==> src/rtl/div_result_bcd.sv <==
// ---------------------------------------------------------------------------
// div_result_bcd
//   Takes the Divisor's quotient (cociente) and remainder (residuo) and turns
//   both into packed BCD for the 7-segment display mux. The conversion is a
//   sequential double-dabble (shift-add-3): one binary bit per clock, with
//   both operands handled in lockstep. A conversion takes WIDTH clocks from
//   the accepting edge. q_bcd/r_bcd hold their value until the next
//   conversion completes.
//
// Ports
//   clk       system clock, rising edge
//   rst       synchronous, active-high reset (highest priority)
//   start     request pulse; operands are sampled on the accepting edge
//   cociente  [WIDTH-1:0]     quotient to convert
//   residuo   [WIDTH-1:0]     remainder to convert
//   busy      high while a conversion is in flight
//   done      one-cycle pulse; q_bcd/r_bcd are valid from this cycle
//   q_bcd     [4*DIGITS-1:0]  packed BCD of cociente, digit 0 in [3:0]
//   r_bcd     [4*DIGITS-1:0]  packed BCD of residuo
//
// Optional build macro DIV_ZERO_FLAG_EN
//   Adds input div_zero and output err. When a request arrives with
//   div_zero=1, the shifting is skipped. One edge later both results read
//   all-0xE nibbles and err=1. err holds until the next done or rst.
//
// Parameters must satisfy 10**DIGITS > 2**WIDTH-1. This keeps the top nibble
// from ever exceeding 9.
// ---------------------------------------------------------------------------

// Per-digit double-dabble correction: add 3 to a nibble that is 5 or more,
// so the following left shift carries into the next decimal digit.
module div_result_bcd_add3 (
    input  logic [3:0] din,
    output logic [3:0] dout
);
    assign dout = (din >= 4'd5) ? din + 4'd3 : din;
endmodule

module div_result_bcd #(
    parameter int WIDTH  = 8,
    parameter int DIGITS = 3
) (
    input  logic                  clk,
    input  logic                  rst,
    input  logic                  start,
    input  logic [WIDTH-1:0]      cociente,
    input  logic [WIDTH-1:0]      residuo,
`ifdef DIV_ZERO_FLAG_EN
    input  logic                  div_zero,
    output logic                  err,
`endif
    output logic                  busy,
    output logic                  done,
    output logic [4*DIGITS-1:0]   q_bcd,
    output logic [4*DIGITS-1:0]   r_bcd
);

    localparam int CW  = (WIDTH > 1) ? $clog2(WIDTH) : 1;
    localparam int CAT = 4*DIGITS + WIDTH;
    localparam logic [CW-1:0] LAST = CW'(WIDTH-1);

    typedef enum logic {IDLE, SHIFT} state_t;

    state_t                     state, state_n;
    logic [WIDTH-1:0]           qbin, rbin, qbin_n, rbin_n;
    logic [DIGITS-1:0][3:0]     qacc, racc, qacc_n, racc_n;
    logic [DIGITS-1:0][3:0]     qcor, rcor;
    logic [CW-1:0]              cnt, cnt_n;
    logic                       busy_n, done_n;
    logic [4*DIGITS-1:0]        q_bcd_n, r_bcd_n;
    logic [CAT-1:0]             qcat, rcat;
`ifdef DIV_ZERO_FLAG_EN
    logic                       zflag, zflag_n, err_n;
`endif

    // Correct every nibble of both accumulators before the shift.
    // The corrections are independent per nibble, with no carry between them.
    for (genvar g = 0; g < DIGITS; g++) begin : g_dig
        div_result_bcd_add3 u_qadd (.din(qacc[g]), .dout(qcor[g]));
        div_result_bcd_add3 u_radd (.din(racc[g]), .dout(rcor[g]));
    end

    // The shift of {accumulator, binary}: the binary MSB enters BCD digit 0.
    assign qcat = {qcor, qbin} << 1;
    assign rcat = {rcor, rbin} << 1;

    always_comb begin
        state_n = state;
        qbin_n  = qbin;
        rbin_n  = rbin;
        qacc_n  = qacc;
        racc_n  = racc;
        cnt_n   = cnt;
        busy_n  = busy;
        done_n  = 1'b0;
        q_bcd_n = q_bcd;
        r_bcd_n = r_bcd;
`ifdef DIV_ZERO_FLAG_EN
        zflag_n = zflag;
        err_n   = err;
`endif
        case (state)
            IDLE: begin
                // This state also covers the done cycle, so a start issued
                // in the done cycle is taken without a gap.
                if (start) begin
                    qbin_n  = cociente;
                    rbin_n  = residuo;
                    qacc_n  = '0;
                    racc_n  = '0;
                    cnt_n   = '0;
                    busy_n  = 1'b1;
                    state_n = SHIFT;
`ifdef DIV_ZERO_FLAG_EN
                    zflag_n = div_zero;
`endif
                end
            end
            SHIFT: begin
                // A start seen in this state is ignored on purpose: there is
                // no queueing, and the operands already captured are kept.
`ifdef DIV_ZERO_FLAG_EN
                if (zflag) begin
                    q_bcd_n = {DIGITS{4'hE}};
                    r_bcd_n = {DIGITS{4'hE}};
                    err_n   = 1'b1;
                    zflag_n = 1'b0;
                    done_n  = 1'b1;
                    busy_n  = 1'b0;
                    state_n = IDLE;
                end else
`endif
                begin
                    qacc_n = qcat[CAT-1:WIDTH];
                    racc_n = rcat[CAT-1:WIDTH];
                    qbin_n = qcat[WIDTH-1:0];
                    rbin_n = rcat[WIDTH-1:0];
                    cnt_n  = cnt + 1'b1;
                    if (cnt == LAST) begin
                        // The outputs update in one step at the final edge.
                        q_bcd_n = qcat[CAT-1:WIDTH];
                        r_bcd_n = rcat[CAT-1:WIDTH];
                        done_n  = 1'b1;
                        busy_n  = 1'b0;
                        state_n = IDLE;
`ifdef DIV_ZERO_FLAG_EN
                        err_n   = 1'b0;
`endif
                    end
                end
            end
            default: state_n = IDLE;
        endcase
    end

    always_ff @(posedge clk) begin
        if (rst) begin
            state <= IDLE;
            qbin  <= '0;
            rbin  <= '0;
            qacc  <= '0;
            racc  <= '0;
            cnt   <= '0;
            busy  <= 1'b0;
            done  <= 1'b0;
            q_bcd <= '0;
            r_bcd <= '0;
`ifdef DIV_ZERO_FLAG_EN
            zflag <= 1'b0;
            err   <= 1'b0;
`endif
        end else begin
            state <= state_n;
            qbin  <= qbin_n;
            rbin  <= rbin_n;
            qacc  <= qacc_n;
            racc  <= racc_n;
            cnt   <= cnt_n;
            busy  <= busy_n;
            done  <= done_n;
            q_bcd <= q_bcd_n;
            r_bcd <= r_bcd_n;
`ifdef DIV_ZERO_FLAG_EN
            zflag <= zflag_n;
            err   <= err_n;
`endif
        end
    end

endmodule
==> config.mk <==
export PLATFORM = sky130hd
export DESIGN_NAME = div_result_bcd
export DESIGN_NICKNAME = d
export VERILOG_FILES = /design/src/rtl/div_result_bcd.sv
export SDC_FILE = /design/constraint.sdc
export NUM_CORES = 1
export LEC_CHECK = 0
export BUFFER_PORTS_ARGS = -buffer_cell sky130_fd_sc_hd__buf_4
export CORE_UTILIZATION = 30
export CTS_BUF_LIST = sky130_fd_sc_hd__clkbuf_16
export DETAILED_ROUTE_END_ITERATION = 12
export PLACE_DENSITY = 0.47
export SYNTH_ARGS = -nofsm -noshare
export SYNTH_HDL_FRONTEND = slang
export SYNTH_SLANG_ARGS = --single-unit
==> constraint.sdc <==
create_clock -name clk -period 3.3 [get_ports clk]
set_clock_uncertainty 0.2 [all_clocks]
set_input_delay 0.165 -clock clk [delete_from_list [all_inputs] [get_ports clk]]
set_output_delay 0.165 -clock clk [all_outputs]
set_load 0.01 [all_outputs]
==> results.md, run 1 <==
* Status: complete, no violations
* Share of post-route cells with drive strength above 1 at 18.30%
* Worst hold stages at 5
* Worst setup SP type: flop
* Cell taking the most area after synthesis: dfxtp_1
* EDFF count, synth at 0
* Yosys cell types at 29
* Tmin final at 2183 ps
* GRT Max-Usage Layer: met2
* TritonCTS Buffers at 9
* Die Ht at 103.3 µm
* Post-synth top cells: dfxtp_1, a21oi_1, nor2_1
* Post-CTS Setup Inserts at 0
* Via/cell ratio at 4.712
* M2 GR Usage at 20.92%
* HP Start: cociente[4]
* FFs w/ async S/R, synth at 0%
* Clock Pin Slew Worst Setup and Hold Paths at 60 ps
* First-pass GRT wire length at 10420 µm
* Max-cap violation count at 0
* Register area share after synthesis at 45.55%
* Fmax achieved at 0.4581 GHz
* Final Wtd Congestion at 0.7623
* Tot GR Track Use at 13.12%
* Worst-path maximum fanout at 58
* Post-synth top area share at 45.55%
* Rel. slew slack at 33.89%
* Final setup fails at 0
* Total congestion overflow at 0
* Synthesized cell area at 3077 µm²
* Clock buffer depth at 2
* Yosys reg bits at 70
* # diodes at 0
* Core Footprint at 9864 µm²
* R2R Path Start: state$_SDFF_PP0_
* RSZ-0062 raised after global routing: no
* Worst vdd ir at 0.2239 mV
* WL/cell at 12.91 µm
* FF-to-FF End: q_bcd[10]$_SDFFE_PP0P_
* Tot Pwr at 1.844 mW
* Die Wd at 103.3 µm
* Ports at 45
* Leak at 1.540 nW
* Clk root buf: clkbuf_16
* Area grow syn2layout at 23.83%
* DRC at 0
* Worst R2R Path Depth at 4
* Top cells by area in the synthesized netlist: dfxtp_1, mux2i_1, a22o_1
* Top FF cell, synth: dfxtp_1
* Grt met1 use at 16.46%
* Slew @ Worst Pin at 991.7 ps
* Final hold vios at 0
* Die footprint at 10660 µm²
* Cell with the most instances after synthesis: dfxtp_1
* Clock sinks at 70
* Worst Path Required at 3370 ps
* DRT iter0 DRCs at 101
* CP Capture Type: flop
* TNS Setup at 0 ps
* Initial antenna violation count at 0
* Max-slew violations at 0
* Synth warn at 0
* Row count at 36
* CTS tree: yes
* Synthesized Nets at 360
* Avg Cell Area, Syn at 9.409 µm²
* WP data arrival at 2250 ps
* Worst Setup Path Type: reg -> reg
* Hold crit path type: in -> reg
* Antenna-violating nets left at 0
* HPWL after DPL at 4338 µm
* Clk_lat worst skew at 330 ps
* Htree depth at 3
* Initial Util at 31.19%
* Worst Hold Path EP: qbin[4]$_SDFFE_PP0P_
* Largest net degree at the start of global routing at 59
* Cell count after synthesis at 327
* IO buf count at 44
* Initial DRT Pass Iterations at 6
* Met3 GRT Util at 3.965%
* Final period util at 66.15%
* R2R setup slack at 1120 ps
* Final #Nets at 406
* Vias at 2403
* Vias in the first global route at 2150
* Final wirelength at 6586 µm
* Pwr dens at 484.0 nW/µm²
## area by class of cell
type / instances / area (µm²)
fill: 1009 / 6055
clock inverter: 6 / 38.79
timing repair buffer: 53 / 417.9
inverter: 13 / 50.05
sequential: 70 / 1403
tap: 133 / 166.4
multi-input combinational: 226 / 1509
clock buffer: 9 / 225.2
## registers in the layout, indices dropped and copies added, names as in the netlist, 3 cells and up
| register | flops |
|---|---|
| cnt | 3 |
| q_bcd | 12 |
| qacc | 12 |
| qbin | 8 |
| r_bcd | 12 |
| racc | 12 |
| rbin | 8 |
## worst max-delay path: stages, from the launching register on
cell and delay (ps):
dfxtp_2 980, nand2_1 70, or2_1 390, clkinv_2 280
a32o_1 200
## report_power, final
group / internal, mW / switching (mW)
clock network: 0.502 / 0.359
logic: 0.0490 / 0.0511
registers: 0.861 / 0.0221
## layout by cell type (no fill, tap or decap), drive strengths merged
cell	instances
a21oi	41
nor2b	1
nor2	34
xnor2	6
buf	45
a32o	4
dlygate4sd3	8
clkinv	5
or2	1
nor3b	18
clkbuf	9
mux2i	21
nand3	6
inv	13
o21ai	24
clkinvlp	1
o21a	1
a22o	22
nand2	17
ha	14
nand2b	9
and2b	2
dfxtp	70
nor3	5
## kinds of logic after synthesis
| group | Yosys count | share of synthesized area [%] |
|---|---|---|
| DFF | 70 | 45.55 |
| xor gates and xnor gates | 6 | 1.708 |
| and+or+nand+nor | 93 | 15.82 |
| buffers and inverters | 31 | 5.408 |
| AOI/OAI and AO/OA | 92 | 18.99 |
| muxes | 21 | 6.832 |
| adders and majority gates | 14 | 5.693 |
## timing repair
| item | in CTS | in global routing |
|---|---|---|
| hold buffers | 8 | 0 |
| hold endpoints to repair | 8 | 0 |
| gates resized for setup | 0 | 0 |
## metrics by stage
| stage | utilization [%] | hold WS [ps] | worst slack, ps | std cells | cell area (µm²) |
|---|---|---|---|---|---|
| 2_1_floorplan | - | 160.3 | 1735 | 327 | 3077 |
| 3_3_place_gp | 35.13 | 245.6 | 1110 | 487 | 3466 |
| 3_5_place_dp | 35.13 | 250.2 | 1089 | 487 | 3466 |
| 4_1_cts | 38.62 | 0.3839 | 1072 | 510 | 3810 |
| 5_1_grt | 38.62 | 27.84 | 879.1 | 510 | 3810 |
| 6_report | 38.62 | 0.4425 | 1117 | 510 | 3810 |
## how the worst max path moves through the flow
stage,startpoint,end
2_1_floorplan,cnt[0]$_SDFFE_PP0P_,q_bcd[0]$_SDFFE_PP0P_
3_3_place_gp,state$_SDFF_PP0_,r_bcd[10]$_SDFFE_PP0P_
3_5_place_dp,state$_SDFF_PP0_,q_bcd[10]$_SDFFE_PP0P_
4_1_cts,state$_SDFF_PP0_,q_bcd[10]$_SDFFE_PP0P_
5_1_grt,state$_SDFF_PP0_,q_bcd[10]$_SDFFE_PP0P_
6_report,state$_SDFF_PP0_,q_bcd[10]$_SDFFE_PP0P_
## metal layers
metal / wire length (µm) / up-vias
met2: 2970 / 44
met1: 3242 / 1106
met3: 245 / 12
met4: 128 / 0
met5: 0 / -
li1: - / 1241
No activity file was read; power rests on OpenSTA's default activity.
==> run 2: changes to the inputs <==
--- a/config.mk
+++ b/config.mk
@@ -9,7 +9,7 @@
 export CORE_UTILIZATION = 30
 export CTS_BUF_LIST = sky130_fd_sc_hd__clkbuf_16
 export DETAILED_ROUTE_END_ITERATION = 12
-export PLACE_DENSITY = 0.47
+export PLACE_DENSITY = 0.49
 export SYNTH_ARGS = -nofsm -noshare
 export SYNTH_HDL_FRONTEND = slang
 export SYNTH_SLANG_ARGS = --single-unit
==> constraint.sdc (replaced) <==
create_clock -name clk -period 2 [get_ports clk]
set_clock_uncertainty 0.2 [all_clocks]
set_input_delay 0.1 -clock clk [delete_from_list [all_inputs] [get_ports clk]]
set_output_delay 0.1 -clock clk [all_outputs]
set_load 0.01 [all_outputs]
==> results.md, run 2 (synthesis results as in run 1) <==
* Status: complete, no violations (unchanged)
* Worst-path maximum fanout at 15 (was 58)
* Vias at 2432 (was 2403)
* Pwr dens at 766.4 nW/µm² (was 484.0 nW/µm²)
* CTS tree: yes (unchanged)
* First-pass GRT wire length at 11070 µm (was 10420 µm)
* Clk root buf: clkbuf_16 (unchanged)
* Total congestion overflow at 0 (unchanged)
* Worst Setup Path Type: reg -> reg (unchanged)
* Clock sinks at 70 (unchanged)
* Max-cap violation count at 0 (unchanged)
* Number of hold buffers added after cts at 17 (was 8)
* Antenna-violating nets left at 0 (unchanged)
* Initial antenna violation count at 0 (unchanged)
* Logic pwr share at 7.0% (was 5.4%)
* R2R Path Start: cnt[0]$_SDFFE_PP0P_ (was state$_SDFF_PP0_)
* Met3 GRT Util at 5.175% (was 3.965%)
* Vias in the first global route at 2345 (was 2150)
* GRT Max-Usage Layer: met2 (unchanged)
* Ports at 45 (unchanged)
* Initial Util at 31.19% (unchanged)
* DRC at 0 (unchanged)
* Final period util at 88.80% (was 66.15%)
* CP Capture Type: flop (unchanged)
* Tmin final at 1776 ps (was 2183 ps)
* Row count at 36 (unchanged)
* Clk_lat worst skew at 330 ps (about the same)
* Hold crit path type: in -> reg (unchanged)
* Clock power share at 45.6% (was 46.7%)
* Die Ht at 103.3 µm (unchanged)
* Worst Setup SP: cnt[0]$_SDFFE_PP0P_ (was state$_SDFF_PP0_)
* Final hold vios at 0 (unchanged)
* Sequential share of power at 47.4% (was 47.9%)
* TritonCTS Buffers at 9 (unchanged)
* Core Footprint at 9864 µm² (unchanged)
* Die footprint at 10660 µm² (unchanged)
* WL/cell at 12.80 µm (was 12.91 µm)
* Sw Share at 22.92% (was 23.42%)
* RSZ-0062 raised after global routing: no (unchanged)
* Tot Pwr at 3.038 mW (was 1.844 mW)
* Clock Pin Slew Worst Setup and Hold Paths at 60 ps (about the same)
* Initial DRT Pass Iterations at 4 (was 6)
* # diodes at 0 (unchanged)
* FF-to-FF End: r_bcd[10]$_SDFFE_PP0P_ (was q_bcd[10]$_SDFFE_PP0P_)
* Slew @ Worst Pin at 354.9 ps (was 991.7 ps)
* Commonest non-fill, non-tap cell in the layout: dfxtp_1 (unchanged)
* Post-CTS Setup Inserts at 0 (unchanged)
* Leak at 1.618 nW (was 1.540 nW)
* R2R setup slack at 220 ps (was 1120 ps)
* DRT iter0 DRCs at 105 (was 101)
* Final #Nets at 423 (was 406)
* HPWL after DPL at 4456 µm (was 4338 µm)
* IO buf count at 44 (unchanged)
* Pint at 2.342 mW (was 1.412 mW)
* Clock buffer depth at 2 (unchanged)
* Fmax achieved at 0.5630 GHz (was 0.4581 GHz)
* Worst setup SP type: flop (unchanged)
* Worst R2R Path Depth at 6 (was 4)
* Rel. slew slack at 76.34% (was 33.89%)
* Max-slew violations at 0 (unchanged)
* Filler cell count at 1004 (was 1009)
* Grt met1 use at 16.16% (was 16.46%)
* Final wirelength at 6745 µm (was 6586 µm)
* WP data arrival at 1790 ps (was 2250 ps)
* HP Start: start (was cociente[4])
* Area grow syn2layout at 28.83% (was 23.83%)
* Commonest cells after routing, fill and taps aside: dfxtp_1, buf_4, a21oi_1 (unchanged)
* Via/cell ratio at 4.615 (was 4.712)
* Share of post-route cells with drive strength above 1 at 19.29% (was 18.30%)
* TNS Setup at 0 ps (unchanged)
* Die Wd at 103.3 µm (unchanged)
* Worst Path Required at 2020 ps (was 3370 ps)
* Worst vdd ir at 0.3731 mV (was 0.2239 mV)
* M2 GR Usage at 23.85% (was 20.92%)
* Post-cts resize count at 0 (unchanged)
* Tot GR Track Use at 13.87% (was 13.12%)
* Largest net degree at the start of global routing at 27 (was 59)
* Psw at 696.1 µW (was 431.8 µW)
* CP Capture Point: r_bcd[10]$_SDFFE_PP0P_ (was q_bcd[10]$_SDFFE_PP0P_)
* Htree depth at 3 (unchanged)
* Final Wtd Congestion at 0.7241 (was 0.7623)
* Final setup fails at 0 (unchanged)
run 2: cell types whose count changed in the layout (fill, tap and decap cells not counted), sizes merged:
| cell | delta |
|---|---|
| buf | +8 |
| inv | -1 |
| dlygate4sd3 | +9 |
| clkinv | +1 |
run 2: per-layer routing:
metal  share of wire [%]  wire (µm)
met1                  47       3166
met2                  48       3224
met3                 4.4        299
met4                0.83         56
met5                   0          0
run 2: cell type report:
class | instances | area [µm²] | share of cell area (%)
clock buffer | 9 | 225.2 | 5.682
clock inverter | 6 | 30.03 | 0.7576
tap | 133 | 166.4 | 4.198
multi-input combinational | 226 | 1509 | 38.07
sequential | 70 | 1403 | 35.39
inverter | 13 | 50.05 | 1.263
timing repair buffer | 70 | 580.6 | 14.65
run 2: worst max-delay path: stages, from the launching register on:
cell,delay [ps]
dfxtp_1,320
ha_1,190
ha_1,200
nand2_1,60
or2_1,130
clkinv_2,230
a32o_1,330
run 2: worst min path at each step:
stage	endpoint	slack, ps	cells after the start
2_1_floorplan	qbin[0]$_SDFFE_PP0P_	100	2
3_3_place_gp	qbin[0]$_SDFFE_PP0P_	190	3
3_5_place_dp	racc[7]$_SDFFE_PP0P_	190	2
4_1_cts	qbin[0]$_SDFFE_PP0P_	80	3
5_1_grt	qbin[0]$_SDFFE_PP0P_	110	3
6_report	qbin[0]$_SDFFE_PP0P_	90	3
run 2: metrics by stage:
step / instance area, µm² / hold slack (ps) / utilization (%) / cells / worst slack (ps)
finish: 3964 / 87.93 / 40.18 / 527 / 223.9
global route: 3964 / 110.1 / 40.18 / 527 / 128.6
CTS: 3964 / 83.53 / 40.18 / 527 / 200.3
detailed placement: 3538 / 190.7 / 35.87 / 495 / 210.5
global placement: 3538 / 187.3 / 35.87 / 495 / 248.6
floorplan: 3077 / 95.30 / - / 327 / 435.5
run 2: power by group through the flow:
stage	Combinational [mW]	Sequential (mW)	Clock (mW)
2_1_floorplan	0.129	1.46	0
3_3_place_gp	0.188	1.47	0
3_5_place_dp	0.189	1.47	0
4_1_cts	0.216	1.44	1.44
5_1_grt	0.238	1.44	1.51
6_report	0.213	1.44	1.39
